===== src/rtl/cpu_init_seq_pkg.sv =====
// Shared definitions for the CPU table-initialisation sequencer: FSM states,
// default table depths and output field widths.
package cpu_init_seq_pkg;

   typedef enum logic [2:0] {
      ST_IDLE   = 3'd0,
      ST_LD_BTB = 3'd1,
      ST_LD_BHT = 3'd2,
      ST_LD_REG = 3'd3,
      ST_DONE   = 3'd4
   } init_state_e;

   localparam int DEF_HOLD_CYCLES = 2;
   localparam int DEF_BTB_DEPTH   = 256;
   localparam int DEF_BHT_DEPTH   = 256;
   localparam int DEF_REG_DEPTH   = 32;

   localparam int CFG_W  = 40;
   localparam int BTB_AW = 8;
   localparam int BTB_DW = 40;
   localparam int BHT_AW = 8;
   localparam int BHT_DW = 2;
   localparam int REG_AW = 5;
   localparam int REG_DW = 32;

   // Counter width that never collapses to zero bits (DEPTH=1 stays legal).
   function automatic int clog2_min1(input int n);
      return (n <= 2) ? 1 : $clog2(n);
   endfunction

endpackage


===== src/rtl/init_hold_cnt.sv =====
// Loadable down-counter that keeps each written table entry stable; saturates
// at zero and flags when it is there.
module init_hold_cnt #(
   parameter int W = 2
) (
   input  logic         i_clk,
   input  logic         i_rst_n,
   input  logic         i_load,
   input  logic [W-1:0] i_load_val,
   output logic         o_zero
);

   logic [W-1:0] r_count;

   always_ff @(posedge i_clk) begin
      if (!i_rst_n) begin
         r_count <= '0;
      end else if (i_load) begin
         r_count <= i_load_val;
      end else if (r_count != '0) begin
         r_count <= r_count - W'(1);
      end
   end

   assign o_zero = (r_count == '0);

endmodule


===== src/rtl/cpu_init_seq.sv =====
// Loads the CPU BTB, BHT and register file from a valid/ready config stream,
// holding each entry for HOLD_CYCLES, then releases the CPU via start.
module cpu_init_seq
   import cpu_init_seq_pkg::*;
#(
   parameter int HOLD_CYCLES = DEF_HOLD_CYCLES,
   parameter int BTB_DEPTH   = DEF_BTB_DEPTH,
   parameter int BHT_DEPTH   = DEF_BHT_DEPTH,
   parameter int REG_DEPTH   = DEF_REG_DEPTH
) (
   input  logic              clk,
   input  logic              rst,
   input  logic              go,
   input  logic              cfg_valid,
   input  logic [CFG_W-1:0]  cfg_data,
   output logic              cfg_ready,
   output logic [BTB_AW-1:0] btb_addr,
   output logic [BTB_DW-1:0] btb_init,
   output logic [BHT_AW-1:0] bht_addr,
   output logic [BHT_DW-1:0] bht_init,
   output logic [REG_AW-1:0] reg_addr,
   output logic [REG_DW-1:0] reg_init,
   output logic              init_mode,
   output logic              start,
   output init_state_e       o_dbg_state
);

   localparam int MAX_DEPTH = (BTB_DEPTH > BHT_DEPTH) ?
                              ((BTB_DEPTH > REG_DEPTH) ? BTB_DEPTH : REG_DEPTH) :
                              ((BHT_DEPTH > REG_DEPTH) ? BHT_DEPTH : REG_DEPTH);
   localparam int IW = clog2_min1(MAX_DEPTH);
   localparam int HW = clog2_min1(HOLD_CYCLES + 1);

   init_state_e       r_state;
   logic [IW-1:0]     r_idx;
   logic              r_last;
   logic [BTB_AW-1:0] r_btb_addr;
   logic [BTB_DW-1:0] r_btb_init;
   logic [BHT_AW-1:0] r_bht_addr;
   logic [BHT_DW-1:0] r_bht_init;
   logic [REG_AW-1:0] r_reg_addr;
   logic [REG_DW-1:0] r_reg_init;
   logic              r_init_mode;
   logic              r_start;

   logic              w_hold_zero;
   logic              w_loading;
   logic              w_ready;
   logic              w_xfer;
   logic [IW-1:0]     w_last_idx;
   logic              w_is_last;
   logic              w_advance;

   assign w_loading = (r_state == ST_LD_BTB) || (r_state == ST_LD_BHT) ||
                      (r_state == ST_LD_REG);
   // r_last blocks a further transfer while the final entry's hold drains.
   assign w_ready   = w_loading && w_hold_zero && !r_last;
   assign w_xfer    = cfg_valid && w_ready;
   assign w_advance = w_loading && r_last && w_hold_zero;

   always_comb begin
      w_last_idx = '0;
      case (r_state)
         ST_LD_BTB: w_last_idx = IW'(BTB_DEPTH - 1);
         ST_LD_BHT: w_last_idx = IW'(BHT_DEPTH - 1);
         ST_LD_REG: w_last_idx = IW'(REG_DEPTH - 1);
         default:   w_last_idx = '0;
      endcase
   end

   assign w_is_last = (r_idx == w_last_idx);

   init_hold_cnt #(
      .W (HW)
   ) u_hold (
      .i_clk      (clk),
      .i_rst_n    (rst),
      .i_load     (w_xfer),
      .i_load_val (HW'(HOLD_CYCLES)),
      .o_zero     (w_hold_zero)
   );

   always_ff @(posedge clk) begin
      if (!rst) begin
         r_state     <= ST_IDLE;
         r_idx       <= '0;
         r_last      <= 1'b0;
         r_btb_addr  <= '0;
         r_btb_init  <= '0;
         r_bht_addr  <= '0;
         r_bht_init  <= '0;
         r_reg_addr  <= '0;
         r_reg_init  <= '0;
         r_init_mode <= 1'b0;
         r_start     <= 1'b0;
      end else begin
         case (r_state)
            ST_IDLE, ST_DONE: begin
               if (go) begin
                  r_state     <= ST_LD_BTB;
                  r_idx       <= '0;
                  r_last      <= 1'b0;
                  r_init_mode <= 1'b1;
                  r_start     <= 1'b0;
               end
            end
            ST_LD_BTB: begin
               if (w_xfer) begin
                  r_btb_addr <= BTB_AW'(r_idx);
                  r_btb_init <= cfg_data[BTB_DW-1:0];
                  r_idx      <= r_idx + IW'(1);
                  r_last     <= w_is_last;
               end else if (w_advance) begin
                  r_state <= ST_LD_BHT;
                  r_idx   <= '0;
                  r_last  <= 1'b0;
               end
            end
            ST_LD_BHT: begin
               if (w_xfer) begin
                  r_bht_addr <= BHT_AW'(r_idx);
                  r_bht_init <= cfg_data[BHT_DW-1:0];
                  r_idx      <= r_idx + IW'(1);
                  r_last     <= w_is_last;
               end else if (w_advance) begin
                  r_state <= ST_LD_REG;
                  r_idx   <= '0;
                  r_last  <= 1'b0;
               end
            end
            ST_LD_REG: begin
               if (w_xfer) begin
                  r_reg_addr <= REG_AW'(r_idx);
                  r_reg_init <= cfg_data[REG_DW-1:0];
                  r_idx      <= r_idx + IW'(1);
                  r_last     <= w_is_last;
               end else if (w_advance) begin
                  r_state     <= ST_DONE;
                  r_idx       <= '0;
                  r_last      <= 1'b0;
                  r_init_mode <= 1'b0;
                  r_start     <= 1'b1;
               end
            end
            default: begin
               r_state     <= ST_IDLE;
               r_init_mode <= 1'b0;
               r_start     <= 1'b0;
            end
         endcase
      end
   end

   assign cfg_ready   = w_ready;
   assign btb_addr    = r_btb_addr;
   assign btb_init    = r_btb_init;
   assign bht_addr    = r_bht_addr;
   assign bht_init    = r_bht_init;
   assign reg_addr    = r_reg_addr;
   assign reg_init    = r_reg_init;
   assign init_mode   = r_init_mode;
   assign start       = r_start;
   assign o_dbg_state = r_state;

endmodule


===== config.mk =====
export PLATFORM = sky130hd
export DESIGN_NAME = cpu_init_seq
export DESIGN_NICKNAME = d
export VERILOG_FILES = /design/src/rtl/cpu_init_seq_pkg.sv /design/src/rtl/init_hold_cnt.sv /design/src/rtl/cpu_init_seq.sv
export SDC_FILE = /design/constraint.sdc
export NUM_CORES = 1
export LEC_CHECK = 0
export ABC_AREA = 1
export BUFFER_PORTS_ARGS = -buffer_cell sky130_fd_sc_hd__buf_4
export CAP_MARGIN = 20
export CELL_PAD_IN_SITES_DETAIL_PLACEMENT = 1
export CELL_PAD_IN_SITES_GLOBAL_PLACEMENT = 1
export CORE_UTILIZATION = 32
export CTS_BUF_LIST = sky130_fd_sc_hd__clkbuf_16
export CTS_CLUSTER_DIAMETER = 200
export CTS_CLUSTER_SIZE = 20
export DETAILED_ROUTE_END_ITERATION = 16
export HOLD_SLACK_MARGIN = 0.06
export PLACE_DENSITY_LB_ADDON = 0.3
export SYNTH_ARGS = -nofsm -noshare
export SYNTH_HDL_FRONTEND = slang
export SYNTH_SLANG_ARGS = --single-unit

===== constraint.sdc =====
create_clock -name clk -period 1.3 [get_ports clk]
set_clock_uncertainty 0.05 [all_clocks]
set_input_delay 0 -clock clk [delete_from_list [all_inputs] [get_ports clk]]
set_output_delay 0 -clock clk [all_outputs]
set_load 0.05 [all_outputs]

==> impl_metrics.py <==
metrics = {
    "cts": {
        "cts_inserted_buffers": 9,
        "clkTransAtPathRegs_ns": 0.08,
        "cts_tree": "done",
        "root_buffer": "clkbuf_16",
        "cts_max_path_buffers": 2,
        "cts.sinks": 111,
        "htree_num_levels": 3,
        "insertion_delay_ns": 0.35,
    },
    "worst_hold_path": {
        "hold_depth": 4,
        "hold_class": "input port to register",
    },
    "final_layout": {
        "post_route_cells_drive_above_1_share_pct": 44.6,
        "finish.utilization_pct": 57.8,
        "multiInputGateArea_um2": 2280,
        "nFillCells": 1435,
        "design_area_um2": 7390,
        "final-seq-area_um2": 2240,
        "antenna_cells": 0,
        "syn2layout_area_growth_pct": 74.5,
        "layout.nets": 809,
    },
    "grt": {
        "grt_most_used_layer": "met2",
        "grt_usage_pct": 22.0,
        "grt_use_met3_pct": 4.58,
        "use_met2_pct": 41.0,
        "overflow": 0,
        "grt_pass1_vias": 4576,
        "grt_max_degree": 40,
        "grt_pass1_wl_um": 22900,
        "met1_usage_pct": 24.8,
        "antenna_found_initial": 0,
    },
    "sta": {
        "setup_tns_ns": -22.11,
        "hold_viol": 0,
        "fin_hold_ws_ns": 0.0928,
        "period_minus_slack_ns": 1.61,
        "min_period_over_period_pct": 123,
        "fin_ws_ns": -0.305,
        "max-slew-margin-rel_pct": 55.2,
        "worst_slew_pin_slew_ns": 0.672,
        "grt_setup_unrepaired": "yes",
        "fmax_mhz": 623,
        "slew_viol_final": 0,
        "setup_viol": 111,
    },
    "worst_setup_path": {
        "end_kind": "register",
        "critPathKind": "register to register",
        "startpoint_type": "register",
        "cp_slowest_cell": "dfxtp_4",
        "path_cells": "clkinvlp_4, nand3_4, nor2_4, buf_6, buf_6, buf_12, o21ai_0, nor2_1",
        "path_common_cell": "buf_6",
        "path_max_fanout": 15,
        "slowest_delay_ns": 0.41,
        "crit_required_ns": 1.48,
        "reg2reg_depth": 8,
        "arrival_ns": 1.79,
    },
    "detailed_routing": {
        "routed_wl_um": 17300,
        "via_per_inst": 4.87,
        "first_pass_iters": 4,
        "routedWlPerCell_um": 18.4,
        "antenna_left": 0,
        "vias": 4584,
        "drc": 0,
        "drt_iter0_drc": 224,
    },
    "yosys": {
        "synth_seq_area_share_pct": 52.5,
        "ys_ff_latch": 111,
        "post_synth_inst_count": 546,
        "ys_warn_count": 0,
        "synth_cell_types": 29,
        "synthesis.nets": 591,
        "synth_area_um2": 4230,
        "syn_avg_cell_area_um2": 7.75,
    },
    "floorplan": {
        "die_width_um": 117,
        "io_pins": 145,
        "dieArea_um2": 13700,
        "rows": 41,
        "core_area_um2": 12800,
        "initial_core_util_pct": 33.1,
        "die_h_um": 117,
    },
    "power_and_ir_drop": {
        "irDropWorstVdd_uv": 1340,
        "p_leak_nw": 3.37,
        "power.density_nw_per_um2": 1770,
    },
    "outcome": {
        "violations": "setup timing",
        "outcome": "finished with violations",
    },
    "placement": {
        "numPortBuffers": 144,
        "dp_hpwl_um": 9490,
        "place_ws_ns": -0.156,
        "place.gp.congestion": 0.780,
        "placed_area_um2": 5680,
    },
    "flow_run": {
        "drv_cap": 0,
    },
}
[placed cells by master, fill, tap and decap left out, types with 4 or more instances in the layout]
cell type	n
o21ai_1	56
nor2_4	39
nor2_1	135
a21oi_2	10
nor2_2	32
nand2_2	8
buf_12	9
buf_4	171
dfxtp_1	106
nand2_1	24
clkbuf_16	14
nand2_4	7
buf_6	8
nand3_1	9
dlygate4sd3_1	42
inv_4	4
a21oi_1	4
bufinv_16	4
inv_1	9
o21ai_2	6
o21ai_0	36
[cells in the mapped netlist, drive strengths merged]
master | instances | area [um2]
clkinv | 1 | 3.75
o21ai | 98 | 490
xor2 | 1 | 8.76
ha | 1 | 12.5
buf | 20 | 161
nor4 | 1 | 6.26
clkbuf | 13 | 48.8
nand3b | 1 | 7.51
nor2 | 206 | 848
a21oi | 16 | 83.8
nand3 | 13 | 65.1
or2 | 2 | 12.5
dfxtp | 111 | 2220
inv | 18 | 67.6
nand4 | 2 | 27.5
nand2 | 41 | 156
nor3 | 1 | 10.0
[cells by family after synthesis]
logic type	share of synthesized area, %
compound gates	13.6
xor+xnor	0.207
fa+ha+maj	0.296
buf+inv	6.65
flops	52.5
simple gates	26.8
[metrics by stage]
step	std cells	power, W
after floorplan	546	0.00669
after global placement	864	0.00801
after detailed placement	864	0.00809
after CTS	929	0.0120
after global routing	941	0.0136
final	941	0.0131
[critical path: cells and delay by family, from the launching register on]
kind,cells,cell delay (ns)
AOI/OAI and AO/OA,1,0.20
DFF,1,0.41
and+or+nand+nor,3,0.26
buffers and inverters,4,0.57
[sequential cells by signal, summed over array words and instances (netlist names)]
name / flops
btb_init: 40
r_last: 1
bht_addr: 8
init_mode: 1
btb_addr: 8
u_hold.r_count: 2
reg_addr: 5
start: 1
bht_init: 2
reg_init: 32
r_idx: 8
o_dbg_state: 3
[layout make-up]
type	instances	area share [%]
clock inverters	7	1.93
well taps	172	2.91
repair buffers	239	29.6
clock buffers	9	3.05
multi-input cells	384	30.8
inverters	19	1.46
flip-flops and latches	111	30.3
[metal layers]
metal | wire (um) | up-vias | part of all wire (%)
met2 | 9420 | 113 | 55
li1 | - | 2195 | -
met3 | 633 | 30 | 3.7
met4 | 409 | 0 | 2.4
met1 | 6820 | 2246 | 39
met5 | 0 | - | 0
[power breakdown]
group / switching [W] / internal [W] / total [W]
Combinational: 0.00351 / 0.00200 / 0.00551
Sequential: 0.000288 / 0.00381 / 0.00410
Clock: 0.00135 / 0.00209 / 0.00345
[path summary, 6_finish.rpt]
path / from / endpoint / slack [ns]
worst max register to register: o_dbg_state[2] / btb_init[21] / -0.31
worst max-delay path: o_dbg_state[2] / btb_init[21] / -0.31
worst min-delay path: rst / o_dbg_state[0] / 0.09
worst min register to register: init_mode / init_mode / 0.43
[repair_timing]
item,CTS,global route
hold endpoints to repair,77,0
pin swaps,8,19
cloned,3,6
resized for setup,65,129
endpoints found under the setup margin,107,112
setup buffers,4,7
hold buffers,42,0
Note: power is estimated with default switching activity, not from simulation.
